File: src/rtl/intr_ctrl_pkg.sv
// rtl/intr_ctrl_pkg.sv - shared types for the interrupt controller
// Purpose: FSM state enum, request struct carried by DECODE/EXECUTE, id width helper.
package intr_ctrl_pkg;

  localparam int MAX_SRC  = 16;
  localparam int MAX_ID_W = 4;

  typedef enum logic [1:0] {
    IDLE    = 2'd0,
    REQ     = 2'd1,
    SERVICE = 2'd2
  } INTR_STATE;

  // Sized for the largest source count so pipeline structs need no parameter.
  typedef struct packed {
    logic                irr;
    logic [MAX_ID_W-1:0] intr_id;
    logic [31:0]         intr_vec;
  } INTR_REQ;

  // Source index width, never below one bit.
  function automatic int id_width(input int n);
    return (n > 1) ? $clog2(n) : 1;
  endfunction

endpackage

File: src/rtl/intr_ctrl_if.sv
// rtl/intr_ctrl_if.sv - CPU-side request/acknowledge interface
// Purpose: bundles the CPU handshake.
// Ports: intr_en/ack/eoi from the CPU (master); irr/intr_vec/intr_id from the controller (slave).
interface intr_ctrl_if
  import intr_ctrl_pkg::*;
#(
  parameter int NUM_SRC = 4
);
  localparam int ID_W = id_width(NUM_SRC);

  logic            intr_en;
  logic            ack;
  logic            eoi;
  logic            irr;
  logic [31:0]     intr_vec;
  logic [ID_W-1:0] intr_id;

  modport master (output intr_en, ack, eoi, input irr, intr_vec, intr_id);
  modport slave  (input intr_en, ack, eoi, output irr, intr_vec, intr_id);
endinterface

File: src/rtl/intr_ctrl_prio_enc.sv
// rtl/intr_ctrl_prio_enc.sv - fixed-priority encoder, lowest index wins
// Ports: req (N request bits) in; idx (W-bit index of lowest set bit), valid (any set) out.
module prio_enc
  import intr_ctrl_pkg::*;
#(
  parameter int N = 4,
  parameter int W = 2
) (
  input  logic [N-1:0] req,
  output logic [W-1:0] idx,
  output logic         valid
);

  // Scan downward so the last hit, the lowest index, is what remains.
  always_comb begin
    idx   = '0;
    valid = 1'b0;
    for (int i = N - 1; i >= 0; i--) begin
      if (req[i]) begin
        idx   = W'(i);
        valid = 1'b1;
      end
    end
  end

endmodule

File: src/rtl/intr_ctrl.sv
// rtl/intr_ctrl.sv - interrupt controller: pending capture, mask, priority, request FSM
// Ports: clk, rst (sync active-high); irq source lines; mask_we/mask_wdata mask write;
//        pending, mask status out; bus (slave) carries intr_en/ack/eoi in, irr/intr_vec/intr_id out.
module intr_ctrl
  import intr_ctrl_pkg::*;
#(
  parameter int                 NUM_SRC    = 4,
  parameter logic [NUM_SRC-1:0] EDGE_MASK  = {NUM_SRC{1'b1}},
  parameter logic [31:0]        VEC_BASE   = 32'h0000_0100,
  parameter logic [31:0]        VEC_STRIDE = 32'h0000_0010
) (
  input  logic               clk,
  input  logic               rst,
  input  logic [NUM_SRC-1:0] irq,
  input  logic               mask_we,
  input  logic [NUM_SRC-1:0] mask_wdata,
  output logic [NUM_SRC-1:0] pending,
  output logic [NUM_SRC-1:0] mask,
  intr_ctrl_if.slave         bus
);

  localparam int ID_W = id_width(NUM_SRC);

  INTR_STATE          state;
  INTR_REQ            req_q;
  logic [NUM_SRC-1:0] irq_q;
  logic [NUM_SRC-1:0] rise;
  logic [NUM_SRC-1:0] id_onehot;
  logic [NUM_SRC-1:0] ack_clr;
  logic [NUM_SRC-1:0] pending_nxt;
  logic [NUM_SRC-1:0] eligible;
  logic [ID_W-1:0]    grant_id;
  logic               grant_valid;
  logic [31:0]        grant_vec;
  logic               ack_taken;
  logic               still_eligible;

  assign ack_taken = (state == REQ) && bus.ack;
  assign id_onehot = NUM_SRC'(1) << req_q.intr_id;
  assign rise      = irq & ~irq_q;
  assign ack_clr   = ack_taken ? id_onehot : '0;

  // Edge bits: a new edge beats a same-cycle clearing ack. Level bits follow irq.
  assign pending_nxt = (EDGE_MASK & (rise | (pending & ~ack_clr))) | (~EDGE_MASK & irq);
  assign eligible    = pending & mask;

  // Looking at next-cycle pending lets a falling level line withdraw irr one cycle later.
  assign still_eligible = |(pending_nxt & mask & id_onehot);

  prio_enc #(
    .N (NUM_SRC),
    .W (ID_W)
  ) u_prio_enc (
    .req   (eligible),
    .idx   (grant_id),
    .valid (grant_valid)
  );

  assign grant_vec = VEC_BASE + 32'(grant_id) * VEC_STRIDE;

  always_ff @(posedge clk) begin
    if (rst) begin
      state   <= IDLE;
      req_q   <= '0;
      pending <= '0;
      irq_q   <= '0;
      mask    <= '1;
    end else begin
      irq_q   <= irq;
      pending <= pending_nxt;
      if (mask_we) begin
        mask <= mask_wdata;
      end
      case (state)
        IDLE: begin
          if (bus.intr_en && grant_valid) begin
            state          <= REQ;
            req_q.irr      <= 1'b1;
            req_q.intr_id  <= MAX_ID_W'(grant_id);
            req_q.intr_vec <= grant_vec;
          end
        end
        REQ: begin
          // ack wins over a same-cycle withdrawal: the vector shown was valid.
          if (ack_taken) begin
            state     <= SERVICE;
            req_q.irr <= 1'b0;
          end else if (!bus.intr_en || !still_eligible) begin
            state     <= IDLE;
            req_q.irr <= 1'b0;
          end
        end
        SERVICE: begin
          if (bus.eoi) begin
            state <= IDLE;
          end
        end
        default: state <= IDLE;
      endcase
    end
  end

  assign bus.irr      = req_q.irr;
  assign bus.intr_vec = req_q.intr_vec;
  assign bus.intr_id  = req_q.intr_id[ID_W-1:0];

endmodule

File: src/flat_wrapper.sv
// flat-port wrapper written by rule: the top's interface ports become plain ports
module intr_ctrl_flat import intr_ctrl_pkg::*;
#(
  parameter int                 NUM_SRC    = 4,
  parameter logic [NUM_SRC-1:0] EDGE_MASK  = {NUM_SRC{1'b1}},
  parameter logic [31:0]        VEC_BASE   = 32'h0000_0100,
  parameter logic [31:0]        VEC_STRIDE = 32'h0000_0010
)
  (clk, rst, irq, mask_we, mask_wdata, pending, mask, bus_intr_en, bus_ack, bus_eoi, bus_irr, bus_intr_vec, bus_intr_id);
  intr_ctrl_if #(.NUM_SRC(NUM_SRC)) bus_i ();
  input  logic clk;
  input  logic rst;
  input  logic [NUM_SRC-1:0] irq;
  input  logic mask_we;
  input  logic [NUM_SRC-1:0] mask_wdata;
  output logic [NUM_SRC-1:0] pending;
  output logic [NUM_SRC-1:0] mask;
  input wire logic [$bits(bus_i.intr_en)-1:0] bus_intr_en;
  input wire logic [$bits(bus_i.ack)-1:0] bus_ack;
  input wire logic [$bits(bus_i.eoi)-1:0] bus_eoi;
  output wire logic [$bits(bus_i.irr)-1:0] bus_irr;
  output wire logic [$bits(bus_i.intr_vec)-1:0] bus_intr_vec;
  output wire logic [$bits(bus_i.intr_id)-1:0] bus_intr_id;
  assign bus_i.intr_en = bus_intr_en;
  assign bus_i.ack = bus_ack;
  assign bus_i.eoi = bus_eoi;
  assign bus_irr = bus_i.irr;
  assign bus_intr_vec = bus_i.intr_vec;
  assign bus_intr_id = bus_i.intr_id;
  intr_ctrl #(.NUM_SRC(NUM_SRC), .EDGE_MASK(EDGE_MASK), .VEC_BASE(VEC_BASE), .VEC_STRIDE(VEC_STRIDE)) u_core (.clk(clk), .rst(rst), .irq(irq), .mask_we(mask_we), .mask_wdata(mask_wdata), .pending(pending), .mask(mask), .bus(bus_i));
endmodule
File: config.mk
export PLATFORM = sky130hd
export DESIGN_NAME = intr_ctrl_flat
export DESIGN_NICKNAME = d
export VERILOG_FILES = /design/src/rtl/intr_ctrl_pkg.sv /design/src/rtl/intr_ctrl_if.sv /design/src/rtl/intr_ctrl_prio_enc.sv /design/src/rtl/intr_ctrl.sv /design/src/flat_wrapper.sv
export SDC_FILE = /design/constraint.sdc
export NUM_CORES = 1
export LEC_CHECK = 0
export CAP_MARGIN = 0
export CORE_MARGIN = 2
export CORE_UTILIZATION = 25
export CTS_CLUSTER_DIAMETER = 100
export DETAILED_ROUTE_END_ITERATION = 10
export PLACE_DENSITY_LB_ADDON = 0.05
export SLEW_MARGIN = 20
export SYNTH_ARGS = -nofsm -noshare
export SYNTH_HDL_FRONTEND = slang
export SYNTH_SLANG_ARGS = --single-unit
File: constraint.sdc
create_clock -name clk -period 1.45 [get_ports clk]
set_input_delay 0.29 -clock clk [delete_from_list [all_inputs] [get_ports clk]]
set_output_delay 0.29 -clock clk [all_outputs]
set_load 0.01 [all_outputs]
==> results.ini <==
[die]
io_pins=57
die_h_um=69.2
start_util=0.262
dieArea_sq_mm=0.00479
core_area_sq_mm=0.00406
dieWidth_um=69.2
std_cell_rows=23

[pwr]
switching_share=0.287
pwr-share-clk=0.286
vdd_drop_max_uv=384
leakage_uw=0.000607
p_comb_frac=0.247
power_switching_uw=353
sequentialPowerShare=0.468
powerDensity_mw_per_mm2=891
p_int_uw=875

[synthesis]
synth_fa_ha_area_frac=0
synth_top_family_by_area=buffers and inverters
synth_xor_area_frac=0
synthCells=121
ys_ff_latch=18
seq_area_frac_synth=0.339
synth_edf_count=0
yosys_warnings=0
synthMuxAreaShare=0
synth_compound_area_frac=0.178
syn_area_sq_mm=0.00106
ys.flop_type=dfxtp_1
async_flop_share=0
avgSynthCellArea_sq_um=8.78
synth_cell_types=32
synth-simple-area-share=0.233

[worst_setup_path]
r2r_setup_slack_ns=0.14
cp.arrival_ns=1.55
critPathMaxFanout=2
worst_ep_required_time_ns=1.64
cp-end-kind=register
start_kind=primary input
critPathKind=primary input to register

[finish]
antenna_cells=0
fin_nets=170
layout_common_cells=conb_1 (29), clkdlybuf4s50_1 (13), dlygate4sd2_1 (12)
area_delta_synth_final_pct=29.8
fill_cells=433
drive_above_1_share=0.175
finalNonFillerCells=204
layout_commonest_cell=conb_1

[clocking]
cts_htree_levels=1
hold_buffers=0
numCtsBuffers=3
cts.sinks=18
cts_tree=done
clockRootBuffer=clkbuf_8
clockBufferDepth=2
insertion_delay_ns=0.25
clk_pin_slew_ns=0.06

[route]
num_vias=868
vias_per_cell=4.25
dr.pass1.iters=4
post_drt_wl_per_cell_um=11.8
drtAntennaViolNets=0
drcViolationCount=0
drt-total-wl_um=2410
drt_iter0_markers=7

[timing]
period_needed_ns=1.36
fin_crit_sh=0.940
rsz0062_at_grt=no
setup_viol=0
hold_slack_ns=0.449
fin_skew_ns=0.00318
slew_violations=0
max_freq_mhz=734
hold_violations=0

[flow_run]
cap_violations=0

[placed_design]
port_buffers=27
dp_cells=201
gp_congestion=0.739
dp_hpwl_um=1850

[global_routing]
grt.total_usage=0.100
antenna_found_initial=0
grt_overflow=0
first_global_vias=817
grt_first_pass_wirelength_um=3880
grt_start_max_net_pins=14

[status]
status=completed

[worst_hold_path]
holdCritPathClass=register to register

state kept, by name, summed over array words and instances (netlist names):
| signal | count |
|---|---|
| u_core.state | 2 |
| u_core.bus.intr_id | 1 |
| u_core.bus.intr_vec | 2 |
| u_core.bus.irr | 1 |
| u_core.mask | 4 |
| u_core.irq_q | 4 |
| u_core.pending | 4 |
critical path: stages:
cell and delay (ns):
clkdlybuf4s50_1 0.49, nor3b_2 0.25, o21ai_2 0.10, a211o_1 0.29
a21oi_2 0.13
power groups by stage:
stage                     Sequential [uW]  Combinational, uW  Clock (uW)
after detailed placement              583                320           0
after global routing                  581                333         391
after floorplan                       586                216           0
final                                 574                303         351
after global placement                583                321           0
after CTS                             575                304         373
area by class of cell:
cell class / instances / area, sq um / area share
clock buffer: 3 / 41.3 / 0.0299
multi-input combinational: 94 / 547 / 0.397
inverter: 1 / 3.75 / 0.00272
tap: 50 / 62.6 / 0.0454
sequential: 18 / 369 / 0.268
timing repair buffer: 38 / 355 / 0.258
per-stage QoR:
step           cell area, sq um   util  setup WS, ns  setup TNS, ns  power, uW
2_1_floorplan              1170      -         0.171              0        803
3_3_place_gp               1340  0.330        -0.145         -0.880        904
3_5_place_dp               1340  0.330        -0.199          -1.09        903
4_1_cts                    1370  0.338        0.0113              0       1250
5_1_grt                    1380  0.340       0.00863              0       1310
6_report                   1380  0.340        0.0874              0       1230
Yosys cell counts, types with 3 or more instances:
cell      number  area (sq um)
nand2b_1       3          18.8
dfxtp_1       18           360
nor2_1         6          22.5
nand4b_1       4          35.0
a211o_1        5          43.8
nor2b_1       10          62.6
buf_4         32           240
nand2_1        6          22.5
a21oi_1        7          35.0
path summary, 6_finish.rpt:
path	cells after the start	startpoint	to
min reg2reg	2	u_core.bus.intr_vec[8]	u_core.bus.intr_vec[8]
max reg2reg	6	u_core.bus.intr_id[0]	u_core.state[0]
max	5	bus_intr_en	u_core.bus.intr_id[0]
min	2	u_core.bus.intr_vec[8]	u_core.bus.intr_vec[8]
metal layers:
metal  vias to the layer above  global-route usage  part of all wire
li1                        430                   -                 -
met1                       395               0.127              0.45
met2                        38               0.161              0.47
met3                         5              0.0262             0.066
met4                         0              0.0392             0.013
met5                         -                   0                 0
cell families (layout without fill, tap and decap cells):
| kind of cell | Yosys count | count (layout) |
|---|---|---|
| compound gates | 26 | 26 |
| buf+inv | 37 | 42 |
| flops | 18 | 18 |
| other cells | 1 | 29 |
| simple gates | 39 | 39 |
timing repair:
action,4_1_cts,5_1_grt
buffers inserted,0,0
setup endpoints to repair,12,4
gates resized for setup,19,4
pin swaps,0,0
No activity file was read; power rests on OpenSTA's default activity.
